## config.mk

```make
export PLATFORM = sky130hd
export DESIGN_NAME = ffdiv12_seq
export DESIGN_NICKNAME = d
export VERILOG_FILES = /design/src/rtl/ffmath_pkg.sv /design/src/rtl/gf12_mul.sv /design/src/rtl/ffdiv12_seq.sv
export SDC_FILE = /design/constraint.sdc
export NUM_CORES = 1
export LEC_CHECK = 0
export ABC_AREA = 1
export BUFFER_PORTS_ARGS = -buffer_cell sky130_fd_sc_hd__buf_2
export CORE_MARGIN = 10
export CORE_UTILIZATION = 25
export DETAILED_ROUTE_END_ITERATION = 6
export PLACE_DENSITY_LB_ADDON = 0.3
export RECOVER_POWER = 25
export SYNTH_ARGS = -nofsm -noshare
export SYNTH_HDL_FRONTEND = slang
export SYNTH_HIERARCHICAL = 1
export SYNTH_SLANG_ARGS = --single-unit
export TNS_END_PERCENT = 20
```

## constraint.sdc

```tcl
create_clock -name clk -period 4.4 [get_ports clk]
set_input_delay 0.44 -clock clk [delete_from_list [all_inputs] [get_ports clk]]
set_output_delay 0.44 -clock clk [all_outputs]
set_load 0.01 [all_outputs]
```

## src/rtl/ffmath_pkg.sv

```systemverilog
// Shared GF(2^12) constants and the divider FSM state type for the EXU finite-field units.
// Field polynomial is x^12 + x^3 + 1; only its reduction tail is stored.
package ffmath_pkg;

    localparam int          GF12_W    = 12;
    localparam logic [11:0] GF12_POLY = 12'h009;
    localparam int          GF12_ITER = 11;

    typedef enum logic [1:0] {
        IDLE = 2'd0,
        RUN  = 2'd1,
        DONE = 2'd2
    } div_state_e;

endpackage

```

## src/rtl/gf12_mul.sv

```systemverilog
// Combinational GF(2^12) multiplier: carry-less 12x12 product reduced by x^12 + x^3 + 1.
// Latency: none (pure combinational). Backpressure: not applicable.
module gf12_mul
    import ffmath_pkg::*;
(
    input  logic [GF12_W-1:0] in_a,
    input  logic [GF12_W-1:0] in_b,
    output logic [GF12_W-1:0] out
);

    logic [2*GF12_W-2:0] w_prod;

    always_comb begin
        w_prod = '0;
        for (int i = 0; i < GF12_W; i++) begin
            if (in_b[i]) begin
                w_prod = w_prod ^ ({{(GF12_W-1){1'b0}}, in_a} << i);
            end
        end
        // Fold from the top bit down so a fold never re-sets an already cleared bit.
        for (int i = 2*GF12_W-2; i >= GF12_W; i--) begin
            if (w_prod[i]) begin
                w_prod = w_prod ^ ({{(GF12_W-2){1'b0}}, 1'b1, GF12_POLY} << (i - GF12_W));
            end
        end
    end

    assign out = w_prod[GF12_W-1:0];

endmodule

```

## src/rtl/ffdiv12_seq.sv

```systemverilog
// GF(2^12) divider q = a * b^(2^12-2) by square-and-multiply, one step per clock.
// Latency: 11 cycles accept->out_valid (FFDIV12_FAST_ZERO_EN: zero operands go straight to DONE).
// Backpressure: result held in DONE until out_ready; in_ready only in IDLE (II >= 13 cycles).
module ffdiv12_seq
    import ffmath_pkg::*;
#(
    parameter int DATA_WIDTH = 32,
    parameter int POLY_GRADE = 12
) (
    input  logic                  clk,
    input  logic                  rst_l,
    input  logic                  in_valid,
    output logic                  in_ready,
    input  logic [DATA_WIDTH-1:0] in_a,
    input  logic [DATA_WIDTH-1:0] in_b,
    output logic                  out_valid,
    input  logic                  out_ready,
    output logic [DATA_WIDTH-1:0] out,
    output logic                  out_dz
);

    localparam logic [3:0] CNT_LAST = 4'(POLY_GRADE - 2);

    div_state_e        r_state;
    div_state_e        w_state_n;
    logic [GF12_W-1:0] r_sq;
    logic [GF12_W-1:0] r_acc;
    logic [3:0]        r_cnt;
    logic              r_dz;

    logic [GF12_W-1:0] w_sq_n;
    logic [GF12_W-1:0] w_acc_n;
    logic [GF12_W-1:0] w_a;
    logic [GF12_W-1:0] w_b;
    logic              w_b_zero;
    logic              w_unused_hi;

    assign w_a         = in_a[GF12_W-1:0];
    assign w_b         = in_b[GF12_W-1:0];
    assign w_b_zero    = (w_b == '0);
    assign w_unused_hi = ^{in_a[DATA_WIDTH-1:GF12_W], in_b[DATA_WIDTH-1:GF12_W]};

`ifdef FFDIV12_FAST_ZERO_EN
    logic w_zero_op;
    assign w_zero_op = (w_a == '0) | w_b_zero;
`endif

    gf12_mul u_square (
        .in_a (r_sq),
        .in_b (r_sq),
        .out  (w_sq_n)
    );

    gf12_mul u_accum (
        .in_a (r_acc),
        .in_b (w_sq_n),
        .out  (w_acc_n)
    );

    always_ff @(posedge clk or negedge rst_l) begin
        if (!rst_l) begin
            r_state <= IDLE;
        end else begin
            r_state <= w_state_n;
        end
    end

    always_comb begin
        w_state_n = r_state;
        case (r_state)
            IDLE: begin
                if (in_valid) begin
`ifdef FFDIV12_FAST_ZERO_EN
                    w_state_n = w_zero_op ? DONE : RUN;
`else
                    w_state_n = RUN;
`endif
                end
            end
            RUN: begin
                if (r_cnt == CNT_LAST) begin
                    w_state_n = DONE;
                end
            end
            DONE: begin
                if (out_ready) begin
                    w_state_n = IDLE;
                end
            end
            default: w_state_n = IDLE;
        endcase
    end

    always_ff @(posedge clk or negedge rst_l) begin
        if (!rst_l) begin
            r_sq  <= '0;
            r_acc <= '0;
            r_cnt <= '0;
            r_dz  <= 1'b0;
        end else begin
            case (r_state)
                IDLE: begin
                    if (in_valid) begin
                        r_sq  <= w_b;
`ifdef FFDIV12_FAST_ZERO_EN
                        r_acc <= w_zero_op ? '0 : w_a;
`else
                        r_acc <= w_a;
`endif
                        r_cnt <= '0;
                        r_dz  <= w_b_zero;
                    end
                end
                RUN: begin
                    r_sq  <= w_sq_n;
                    r_acc <= w_acc_n;
                    r_cnt <= r_cnt + 4'd1;
                end
                default: ;
            endcase
        end
    end

    assign in_ready  = (r_state == IDLE);
    assign out_valid = (r_state == DONE);
    assign out       = (r_state == DONE) ? {{(DATA_WIDTH-GF12_W){1'b0}}, r_acc} : '0;
    assign out_dz    = (r_state == DONE) & r_dz;

endmodule
```

==> results.cfg <==
[status]
failed_checks = capacitance limit, slew limit
outcome = complete, but fails checks

[detailed_routing]
first_pass_iters = 5
postRouteWirelength_um = 20880
drt_iter0_markers = 364
avgViaCountPerCell = 4.227
detailroute.via_count = 7025
postRouteAntennaNets = 0
drc = 0
avgRoutedWirePerCell_um = 12.56

[sta]
finalClockSkew_ps = 8.178
timing_max_transition_violations_final = 32
max_frequency_mhz = 255.4
hold_violations = 0
rsz_0062_raised_after_global_routing = no
slew_headroom_pct = -20.78
worst-slew-pin-transition_ps = 1812
setup_viol = 0
finalWorstPathRequiredPeriod_ps = 3915
tns_ps = 0
period_share_pct = 88.97

[global_route]
number_of_global_route_vias_before_repair = 6594
grt_util_all_layers_pct = 11.36
grt_max_degree = 32
globalRoute.totalOverflow = 0
wire_length_of_the_first_global_routing_pass_um = 34190
antenna_found_initial = 1

[setup_path]
cp_slowest_cell = sky130_fd_sc_hd__dfrtp_1
setup.worst_path.class = register to register
worst_setup_path_end_kind = register
critical-path-max-stage-delay_ps = 690
worst-endpoint-arrival_ps = 4080
cpLargestDelayFamily = simple AND/OR/NAND/NOR gates
critical_path_peak_fanout = 14
path_buf_inv = 4
worst_path_most_repeated_cell = sky130_fd_sc_hd__nand2_1
critPathLaunchType = register
setup.reg_to_reg.worst_slack_ps = 490
worst-endpoint-required_ps = 4560

[cells_and_area]
fin_nets = 1346
layout.area.seq_um2 = 775.7
final-instance-count-excl-fill = 1662
multiInputGateArea_mm2 = 0.005633
area_growth_from_synthesis_to_final_layout_pct = 10.00
nFillCells = 3298
fraction_of_layout_cells_with_a_size_suffix_above_1_pct = 13.23

[yosys]
muxShareOfSynthArea_pct = 0
main_combinational_cell_family_by_area_after_synthesis = simple AND/OR/NAND/NOR gates
area_share_of_xor_xnor_cells_in_the_synthesized_design_pct = 29.30
synth_warnings = 6
yosys_register_bits = 31
synthesized_area_fraction_occupied_by_ao_oa_aoi_and_oai_cells_pct = 1.449
mappedNetlistArea_mm2 = 0.007254
netlist_instances = 1235
postSynthAreaPerCell_um2 = 5.874
synthSimpleGateAreaFrac_pct = 45.52
synth_fa_ha_area_share_pct = 0.3449
seq_area_frac_synth_pct = 10.69
yosys.cell_types.count = 29

[floorplan]
dieHeight_um = 190.3
core.rowCount = 62
num_io_pins = 103
die-width_um = 190.3
placeable_core_region_mm2 = 0.02870
initial_core_util_pct = 25.27
floorplan.die_area_mm2 = 0.03623

[clock_tree]
clock_tree_from_tritoncts = built
hold_buffers = 0
postCtsSetupBuffers = 0
cts.htree.levels = 2
inserted_clock_buffers = 5
cts.repair.resized = 0
clock_path_buffers = 2
clk_root_buf = sky130_fd_sc_hd__clkbuf_16
clk_pin_slew_ps = 60
clk-insertion-delay-late_ps = 280
cts_sinks = 31

[place]
post-place-cells = 1653
gp_congestion = 0.8190
numPortBuffers = 42
detailed_place_hpwl_um = 15680

[job]
cap_violations = 1

[min_path]
holdCritPathClass = input pin to register
[worst min-delay path, stage by stage]
cell and delay (ps):
sky130_fd_sc_hd__buf_2 90, sky130_fd_sc_hd__nand2_2 80, sky130_fd_sc_hd__o21ai_0 70
[path summary, 6_finish.rpt]
kind,start,end,depth (start not counted)
worst max-delay path,r_sq[10],r_acc[4],29
worst min-delay path,in_valid,r_state[0],3
worst max register to register,r_sq[10],r_acc[4],29
worst min register to register,r_dz,r_dz,2
max in group asynchronous,rst_l,r_sq[7],1
min in group asynchronous,rst_l,r_acc[1],1
[sequential cells by signal, summed over array words and instances (netlist names)]
| signal | cells |
|---|---|
| r_sq | 12 |
| r_state | 2 |
| r_dz | 1 |
| r_acc | 12 |
| r_cnt | 4 |
[final cells by class]
| type | instances | share of cell area (%) |
|---|---|---|
| Tap cell | 384 | 6.021 |
| Clock inverter | 3 | 0.2509 |
| Antenna cell | 1 | 0.03136 |
| Inverter | 91 | 4.312 |
| Clock buffer | 5 | 1.568 |
| Multi-Input combinational cell | 1053 | 70.59 |
| Sequential cell | 31 | 9.721 |
| Timing Repair Buffer | 94 | 7.510 |
[per-layer routing]
layer	vias to the layer above	part of all wire [%]	routed length, um	GRT usage (%)
met1	3174	47	9812	14.57
met3	15	2.8	590	0.8961
met4	0	1.1	221	1.969
met2	92	49	10260	20.43
li1	3744	-	-	-
met5	-	0	0	0
[per-stage QoR]
stage / instance area [um^2] / hold WS, ps / setup WS, ps / util, %
3_3_place_gp: 7834 / 473.3 / 588.1 / 27.29
4_1_cts: 7979 / 245.8 / 518.4 / 27.80
5_1_grt: 7980 / 448.6 / 37.13 / 27.80
2_1_floorplan: 7326 / 144.4 / 1439 / -
6_report: 7980 / 434.2 / 485.3 / 27.80
3_5_place_dp: 7834 / 468.6 / 538.5 / 27.29
[cell usage after synthesis]
master | number | area (um^2)
sky130_fd_sc_hd__nand2_1 | 634 | 2380
sky130_fd_sc_hd__xnor2_1 | 117 | 1025
sky130_fd_sc_hd__inv_1 | 85 | 319.1
sky130_fd_sc_hd__xor2_1 | 76 | 665.6
sky130_fd_sc_hd__nand3_1 | 71 | 355.3
sky130_fd_sc_hd__buf_4 | 39 | 292.8
sky130_fd_sc_hd__dfrtp_1 | 31 | 775.7
sky130_fd_sc_hd__buf_2 | 26 | 130.1
sky130_fd_sc_hd__nor2_1 | 26 | 97.59
sky130_fd_sc_hd__nand2_2 | 22 | 137.6
sky130_fd_sc_hd__nand3b_1 | 17 | 127.6
sky130_fd_sc_hd__xnor2_2 | 16 | 260.3
sky130_fd_sc_hd__buf_6 | 13 | 146.4
sky130_fd_sc_hd__o21ai_1 | 11 | 55.05
sky130_fd_sc_hd__o21ai_0 | 10 | 50.05
sky130_fd_sc_hd__nand2_4 | 8 | 90.09
sky130_fd_sc_hd__inv_2 | 5 | 18.77
sky130_fd_sc_hd__nand3_2 | 4 | 40.04
sky130_fd_sc_hd__or2_1 | 4 | 25.02
sky130_fd_sc_hd__xnor2_4 | 4 | 110.1
sky130_fd_sc_hd__xor2_2 | 4 | 65.06
sky130_fd_sc_hd__nand4_1 | 3 | 18.77
sky130_fd_sc_hd__ha_1 | 2 | 25.02
sky130_fd_sc_hd__or2_2 | 2 | 12.51
sky130_fd_sc_hd__clkbuf_1 | 1 | 3.750
sky130_fd_sc_hd__conb_1 | 1 | 3.750
sky130_fd_sc_hd__inv_4 | 1 | 6.260
sky130_fd_sc_hd__nor2_2 | 1 | 6.260
sky130_fd_sc_hd__nor2_4 | 1 | 11.26
[kinds of logic after synthesis]
kind of cell,Yosys count
compound gates,21
xor+xnor,217
fa+ha+maj,2
buf+inv,170
flops,31
other cells,1
simple gates,793
[layout by cell type, fill, tap and decap left out, types with 20 or more instances in the layout]
cell type                 instances
sky130_fd_sc_hd__nand2_1        634
sky130_fd_sc_hd__xnor2_1        117
sky130_fd_sc_hd__inv_1           85
sky130_fd_sc_hd__xor2_1          76
sky130_fd_sc_hd__nand3_1         71
sky130_fd_sc_hd__buf_4           52
sky130_fd_sc_hd__buf_2           41
sky130_fd_sc_hd__dfrtp_1         31
sky130_fd_sc_hd__nor2_1          26
sky130_fd_sc_hd__nand2_2         22
sky130_fd_sc_hd__conb_1          20
Power is left out: the tool's default activity adds up to more than one toggle a clock period on the data nets, which glitch-free logic cannot reach.
